`src/rtl/alu_multicycle_pkg.sv`:
```
// Shared opcode map, widths and FSM state type for the multicycle ALU.
package alu_multicycle_pkg;

  localparam int OPRN_W = 6;

  localparam logic [OPRN_W-1:0] OP_ADD  = 6'h01;
  localparam logic [OPRN_W-1:0] OP_SUB  = 6'h02;
  localparam logic [OPRN_W-1:0] OP_MUL  = 6'h03;
  localparam logic [OPRN_W-1:0] OP_SHR  = 6'h04;
  localparam logic [OPRN_W-1:0] OP_SHL  = 6'h05;
  localparam logic [OPRN_W-1:0] OP_AND  = 6'h06;
  localparam logic [OPRN_W-1:0] OP_OR   = 6'h07;
  localparam logic [OPRN_W-1:0] OP_NOR  = 6'h08;
  localparam logic [OPRN_W-1:0] OP_SLT  = 6'h09;
  localparam logic [OPRN_W-1:0] OP_DIVU = 6'h0A;
  localparam logic [OPRN_W-1:0] OP_REMU = 6'h0B;

  typedef enum logic {
    ST_IDLE = 1'b0,
    ST_EXEC = 1'b1
  } state_e;

endpackage

```
`src/rtl/alu_multicycle_mul_div_iter.sv`:
```
// Iterative unsigned engine: shift-add multiply and restoring divide share one
// adder, one {hi,lo} accumulator pair and one down-counter.
module alu_multicycle_mul_div_iter #(
  parameter int DATA_WIDTH = 32
) (
  input  logic                  clk_i,
  input  logic                  rst_i,
  input  logic                  load_i,
  input  logic                  div_i,
  input  logic                  step_i,
  input  logic [DATA_WIDTH-1:0] a_i,
  input  logic [DATA_WIDTH-1:0] b_i,
  output logic [DATA_WIDTH-1:0] hi_nxt_o,
  output logic [DATA_WIDTH-1:0] lo_nxt_o,
  output logic                  last_o
);

  localparam int W  = DATA_WIDTH;
  localparam int CW = $clog2(W) + 1;

  logic [W-1:0]  hi_q, hi_d, lo_q, lo_d, b_q;
  logic          div_q;
  logic [CW-1:0] cnt_q;

  logic [W:0]    opa, opb;
  logic          cin, ge;
  logic [W+1:0]  sum;

  // Divide: {rem,next dividend bit} - divisor via inverted operand, carry = no borrow.
  always_comb begin
    if (div_q) begin
      opa = {hi_q, lo_q[W-1]};
      opb = ~{1'b0, b_q};
      cin = 1'b1;
    end else begin
      opa = {1'b0, hi_q};
      opb = lo_q[0] ? {1'b0, b_q} : '0;
      cin = 1'b0;
    end
    sum = {1'b0, opa} + {1'b0, opb} + {{(W+1){1'b0}}, cin};
    ge  = sum[W+1];
    if (div_q) begin
      hi_d = ge ? sum[W-1:0] : opa[W-1:0];
      lo_d = {lo_q[W-2:0], ge};
    end else begin
      hi_d = sum[W:1];
      lo_d = {sum[0], lo_q[W-1:1]};
    end
  end

  always_ff @(posedge clk_i) begin
    if (rst_i) begin
      hi_q  <= '0;
      lo_q  <= '0;
      b_q   <= '0;
      div_q <= 1'b0;
      cnt_q <= '0;
    end else if (load_i) begin
      hi_q  <= '0;
      lo_q  <= a_i;
      b_q   <= b_i;
      div_q <= div_i;
      cnt_q <= CW'(W);
    end else if (step_i) begin
      hi_q  <= hi_d;
      lo_q  <= lo_d;
      cnt_q <= cnt_q - CW'(1);
    end
  end

  assign hi_nxt_o = hi_d;
  assign lo_nxt_o = lo_d;
  assign last_o   = (cnt_q == CW'(1));

endmodule

```
`src/rtl/alu_multicycle.sv`:
```
// Multicycle ALU: single-cycle ops complete the cycle after START, MUL/DIVU/REMU
// run DATA_WIDTH iterations in the shared engine. Results held until next DONE.
//   state   | meaning
//   ST_IDLE | accepting START; single-cycle ops complete from here
//   ST_EXEC | iterative op running, BUSY=1, START ignored
module alu_multicycle
  import alu_multicycle_pkg::*;
#(
  parameter int DATA_WIDTH = 32,
  parameter int OPRN_WIDTH = OPRN_W
) (
  input  logic                  clk_i,
  input  logic                  rst_i,
  input  logic                  start_i,
  input  logic [OPRN_WIDTH-1:0] oprn_i,
  input  logic [DATA_WIDTH-1:0] op1_i,
  input  logic [DATA_WIDTH-1:0] op2_i,
  output logic                  busy_o,
  output logic                  done_o,
  output logic [DATA_WIDTH-1:0] out_o,
  output logic [DATA_WIDTH-1:0] out_hi_o,
  output logic                  zero_o,
  output logic                  err_o
);

  localparam int SHW = $clog2(DATA_WIDTH);

  state_e state_q, state_d;
  logic   accept, iter_op, load, step, fin, upd;
  logic   remu_q, dz_q;
  logic   done_q, zero_q, err_q;
  logic [DATA_WIDTH-1:0] out_q, out_hi_q;

  logic [DATA_WIDTH-1:0] md_hi, md_lo, sc_out, res_lo, res_hi;
  logic                  md_last, sc_err, res_err, shift_big;

  assign iter_op = (oprn_i == OPRN_WIDTH'(OP_MUL)) ||
                   (oprn_i == OPRN_WIDTH'(OP_DIVU)) ||
                   (oprn_i == OPRN_WIDTH'(OP_REMU));
  assign accept  = start_i && (state_q == ST_IDLE);

  always_ff @(posedge clk_i) begin
    if (rst_i) state_q <= ST_IDLE;
    else       state_q <= state_d;
  end

  always_comb begin
    state_d = state_q;
    case (state_q)
      ST_IDLE: if (accept && iter_op) state_d = ST_EXEC;
      ST_EXEC: if (md_last)           state_d = ST_IDLE;
      default:                        state_d = ST_IDLE;
    endcase
  end

  always_comb begin
    busy_o = (state_q == ST_EXEC);
    load   = accept && iter_op;
    step   = (state_q == ST_EXEC);
    fin    = step && md_last;
    upd    = fin || (accept && !iter_op);
  end

  alu_multicycle_mul_div_iter #(.DATA_WIDTH(DATA_WIDTH)) u_iter (
    .clk_i    (clk_i),
    .rst_i    (rst_i),
    .load_i   (load),
    .div_i    (oprn_i != OPRN_WIDTH'(OP_MUL)),
    .step_i   (step),
    .a_i      (op1_i),
    .b_i      (op2_i),
    .hi_nxt_o (md_hi),
    .lo_nxt_o (md_lo),
    .last_o   (md_last)
  );

  assign shift_big = (op2_i >= DATA_WIDTH'(DATA_WIDTH));

  always_comb begin
    sc_out = '0;
    sc_err = 1'b0;
    case (oprn_i)
      OPRN_WIDTH'(OP_ADD): sc_out = op1_i + op2_i;
      OPRN_WIDTH'(OP_SUB): sc_out = op1_i - op2_i;
      OPRN_WIDTH'(OP_SHR): sc_out = shift_big ? '0 : (op1_i >> op2_i[SHW-1:0]);
      OPRN_WIDTH'(OP_SHL): sc_out = shift_big ? '0 : (op1_i << op2_i[SHW-1:0]);
      OPRN_WIDTH'(OP_AND): sc_out = op1_i & op2_i;
      OPRN_WIDTH'(OP_OR):  sc_out = op1_i | op2_i;
      OPRN_WIDTH'(OP_NOR): sc_out = ~(op1_i | op2_i);
      OPRN_WIDTH'(OP_SLT): sc_out = {{(DATA_WIDTH-1){1'b0}}, ($signed(op1_i) < $signed(op2_i))};
      default:             sc_err = 1'b1;
    endcase
  end

  // Engine leaves product as {hi,lo} and division as {rem,quot}; REMU swaps them.
  always_comb begin
    if (fin) begin
      res_lo  = remu_q ? md_hi : md_lo;
      res_hi  = remu_q ? md_lo : md_hi;
      res_err = dz_q;
    end else begin
      res_lo  = sc_out;
      res_hi  = '0;
      res_err = sc_err;
    end
  end

  always_ff @(posedge clk_i) begin
    if (rst_i) begin
      remu_q   <= 1'b0;
      dz_q     <= 1'b0;
      done_q   <= 1'b0;
      out_q    <= '0;
      out_hi_q <= '0;
      zero_q   <= 1'b1;
      err_q    <= 1'b0;
    end else begin
      if (load) begin
        remu_q <= (oprn_i == OPRN_WIDTH'(OP_REMU));
        dz_q   <= (oprn_i != OPRN_WIDTH'(OP_MUL)) && (op2_i == '0);
      end
      done_q <= upd;
      if (upd) begin
        out_q    <= res_lo;
        out_hi_q <= res_hi;
        zero_q   <= (res_lo == '0);
        err_q    <= res_err;
      end
    end
  end

  assign done_o   = done_q;
  assign out_o    = out_q;
  assign out_hi_o = out_hi_q;
  assign zero_o   = zero_q;
  assign err_o    = err_q;

endmodule

```
`config.mk`:
```
export PLATFORM = sky130hd
export DESIGN_NAME = alu_multicycle
export DESIGN_NICKNAME = d
export VERILOG_FILES = /design/src/rtl/alu_multicycle_pkg.sv /design/src/rtl/alu_multicycle_mul_div_iter.sv /design/src/rtl/alu_multicycle.sv
export SDC_FILE = /design/constraint.sdc
export NUM_CORES = 1
export LEC_CHECK = 0
export CAP_MARGIN = 20
export CORE_MARGIN = 3
export CORE_UTILIZATION = 30
export CTS_CLUSTER_SIZE = 12
export DETAILED_ROUTE_END_ITERATION = 8
export PLACE_DENSITY = 0.5
export SLEW_MARGIN = 15
export SYNTH_ARGS = -nofsm -noshare
export SYNTH_HDL_FRONTEND = slang
export SYNTH_HIERARCHICAL = 1
export SYNTH_SLANG_ARGS = --single-unit
export TNS_END_PERCENT = 1
```
`constraint.sdc`:
```
create_clock -name clk_i -period 6.8 [get_ports clk_i]
set_input_delay 0.68 -clock clk_i [delete_from_list [all_inputs] [get_ports clk_i]]
set_output_delay 0.68 -clock clk_i [all_outputs]
set_load 0.01 [all_outputs]
```
==> results.json <==
{
  "p_seq_share_pct": 32.7,
  "arrival_ns": 6.42,
  "grt_start_max_net_pins": 71,
  "htreeDepth": 4,
  "placedCellCount": 3746,
  "grt.total_usage_pct": 29.5,
  "rsz0062_at_grt": "false",
  "yosysUniqueCellTypes": 102,
  "final_nets": 3068,
  "yosysWarnings": 6,
  "worstReg2RegEnd": "zero_o$_SDFFE_PP1P_",
  "netlist_area_sq_mm": 0.0207,
  "timing.fmax_mhz": 165,
  "syn_to_final_growth_pct": 14.5,
  "slew_viol_final": 0,
  "combPwrFrac_pct": 33.7,
  "synth-main-ff-cell": "dfxtp_1",
  "synth_nets": 3018,
  "ys_async_sr_fraction_pct": 0,
  "drtIter0Drc": 2712,
  "ant_nets": 0,
  "firstDrtPassIters": 6,
  "rows": 95,
  "syn_avg_cell_area_sq_um": 7.42,
  "overflow": 0,
  "synth-seq-cells": 173,
  "fin_skew_ns": 0.0221,
  "routedWlPerCell_um": 28.9,
  "crit_type": "reg2reg",
  "cts_setup_buffers": 0,
  "worst_ep_required_time_ns": 7.17,
  "stdcell_count": 3779,
  "hp-class": "reg2reg",
  "cts.repair.resized": 0,
  "synth_edf_count": 0,
  "cp_max_fo": 53,
  "cts_max_path_buffers": 2,
  "worst_pin_slew_ns": 1.22,
  "yosysSeqAreaShare_pct": 16.7,
  "totalWireLength_um": 109000,
  "cp-end-kind": "register",
  "holdBufCountCts": 0,
  "cts_sinks": 173,
  "hp-start": "out_o[6]$_SDFFE_PP0P_",
  "numCtsBuffers": 17,
  "power.switching_mw": 1.22,
  "leakage_nw": 8.79,
  "synth.most_common_cell": "nor2_1",
  "post-place-ws_ns": 0.863,
  "drv_cap": 0,
  "internal_power_mw": 2.00,
  "slew_headroom_pct": 18.9,
  "grt_pass1_vias": 21800,
  "ir_worst_vdd_uv": 159,
  "place_hpwl_um": 86700,
  "dieArea_sq_mm": 0.0723,
  "viasPerCell": 6.08,
  "port_buffers": 140,
  "hold_viol_final": 0,
  "synth_commonest_cells": "nor2_1 (373), nand2_1 (310), a21oi_1 (232)",
  "pwr_density_cell_mw_per_mm2": 136,
  "whs_ns": 0.453,
  "worstRegToRegCells": 22,
  "status": "completed",
  "hold-path-cell-count": 2,
  "cts_tree": "yes",
  "start_util_pct": 30.6,
  "final-setup-viol-count": 0,
  "synth_top_area_share_pct": 16.7,
  "num_vias": 23000,
  "fin_setup_tns_ns": 0,
  "io_pins": 141,
  "drc": 0,
  "clockPowerShare_pct": 33.6,
  "setup_ws_ns": 0.747,
  "antenna_found_initial": 3,
  "ys_top_cells_by_area": "dfxtp_1 (17%), ha_1 (8.9%), nor2_1 (6.8%)",
  "grt_pass1_wl_um": 156000,
  "worstSkewPairLatency_ns": 0.47,
  "start_kind": "register",
  "place.gp.congestion": 0.995,
  "switching_share_pct": 37.8,
  "coreArea_sq_mm": 0.0679,
  "min_period_over_period_pct": 89.0,
  "r2r_start": "u_iter/div_q$_SDFFE_PP0P_",
  "period_minus_slack_ns": 6.05,
  "synth_top_area_cell": "dfxtp_1",
  "final_layout_size_suffix_gt1_share_pct": 11.6,
  "die_y_um": 269,
  "die_w_um": 269,
  "hold_path_end": "out_o[6]$_SDFFE_PP0P_",
  "synthCells": 2794,
  "root_buffer": "clkbuf_16",
  "clk_pin_slew_worst_paths_ns": 0.08,
  "totalPowerFinal_mw": 3.22,
  "r2r_setup_slack_ns": 0.75
}
## sequential cells by signal, indices dropped and copies added (netlist names)
signal	count
out_o	32
err_o	1
busy_o	1
zero_o	1
u_iter/div_q	1
u_iter/b_q	32
done_o	1
out_hi_o	32
u_iter/lo_q	32
u_iter/cnt_q	6
u_iter/hi_q	32
remu_q	1
dz_q	1
## placed cells by master, fill, tap and decap left out, types with 21 or more instances in the layout
| cell type | instances |
|---|---|
| nand4_1 | 22 |
| nand3_1 | 44 |
| mux2i_1 | 124 |
| nand2_1 | 309 |
| nor2_1 | 371 |
| ha_1 | 147 |
| mux4_2 | 59 |
| xnor2_1 | 39 |
| buf_4 | 100 |
| a31oi_1 | 48 |
| a221oi_1 | 25 |
| o22ai_1 | 24 |
| or3_1 | 44 |
| mux2_2 | 73 |
| o21ai_0 | 158 |
| o211ai_1 | 33 |
| a21oi_1 | 232 |
| a211oi_1 | 38 |
| nand2b_1 | 31 |
| nor4_1 | 26 |
| o21ai_1 | 25 |
| nor3_1 | 50 |
| a21o_1 | 21 |
| dfxtp_1 | 170 |
| clkdlybuf4s50_1 | 134 |
| inv_1 | 110 |
## cell families (layout without fill, tap and decap cells)
| logic type | Yosys count | count (layout) | synth area share, % |
|---|---|---|---|
| fa+ha+maj | 151 | 151 | 9.25 |
| xor+xnor | 52 | 52 | 2.20 |
| compound gates | 844 | 844 | 27.0 |
| mux | 265 | 265 | 17.0 |
| other cells | 0 | 1 | 0 |
| simple gates | 987 | 987 | 21.3 |
| flops | 173 | 173 | 16.7 |
| buf+inv | 322 | 385 | 6.53 |
## final cells by class
cell class                 instances  area (sq um)
inverter                         115           433
timing repair buffer             238          2110
sequential                       173          3470
tap                              921          1150
clock buffer                      20           468
antenna                            1          2.50
clock inverter                    12           161
multi-input combinational       2299         15900
fill                            7226         44100
## stage by stage
step / utilization (%) / cell area [sq um]
after floorplan: - / 20700
after global placement: 34.1 / 23100
after detailed placement: 34.1 / 23100
after CTS: 35.0 / 23700
after global routing: 35.0 / 23700
final: 35.0 / 23700
## critical path: stages (launching register included)
cell and delay, ns:
dfxtp_4 0.37, buf_4 0.49, mux2_2 0.40, ha_1 0.36, a21oi_2 0.27, o21ai_0 0.15, a22oi_1 0.25, nand2_1 0.19
o21ai_1 0.59, nand2_1 0.46, nand2b_1 0.23, nand2_1 0.12, mux2i_1 0.17, nor2_1 0.08, a21oi_1 0.14, o211ai_1 0.12
nor3_1 0.20, a31oi_1 0.23, nor3_1 0.25, nand4_1 0.21, nor3_1 0.26, nand4_1 0.12, o41ai_2 0.28
## worst max path at each step
stage	from	end	slack, ns	cells past startpoint
after floorplan	u_iter/div_q$_SDFFE_PP0P_	zero_o$_SDFFE_PP1P_	1.35	26
after global routing	u_iter/div_q$_SDFFE_PP0P_	zero_o$_SDFFE_PP1P_	0.38	24
after global placement	u_iter/div_q$_SDFFE_PP0P_	zero_o$_SDFFE_PP1P_	0.89	24
final	u_iter/div_q$_SDFFE_PP0P_	zero_o$_SDFFE_PP1P_	0.75	22
after detailed placement	u_iter/div_q$_SDFFE_PP0P_	zero_o$_SDFFE_PP1P_	0.86	24
after CTS	u_iter/div_q$_SDFFE_PP0P_	zero_o$_SDFFE_PP1P_	0.85	24
## power groups by stage
stage	clock network (mW)	logic, mW	registers, mW
final	1.08	1.08	1.05
after global routing	1.14	1.15	1.05
after CTS	1.10	1.06	1.05
after detailed placement	0	1.05	1.08
after global placement	0	1.06	1.08
after floorplan	0	0.639	1.07
## layer usage
layer / vias to the layer above / wire [um] / track usage, %
met5: - / 0 / 0
met4: 0 / 4520 / 11.2
met3: 172 / 7810 / 4.09
met2: 1149 / 47300 / 45.2
met1: 11300 / 49500 / 41.9
li1: 10400 / - / -
No activity file was read; power rests on OpenSTA's default activity.
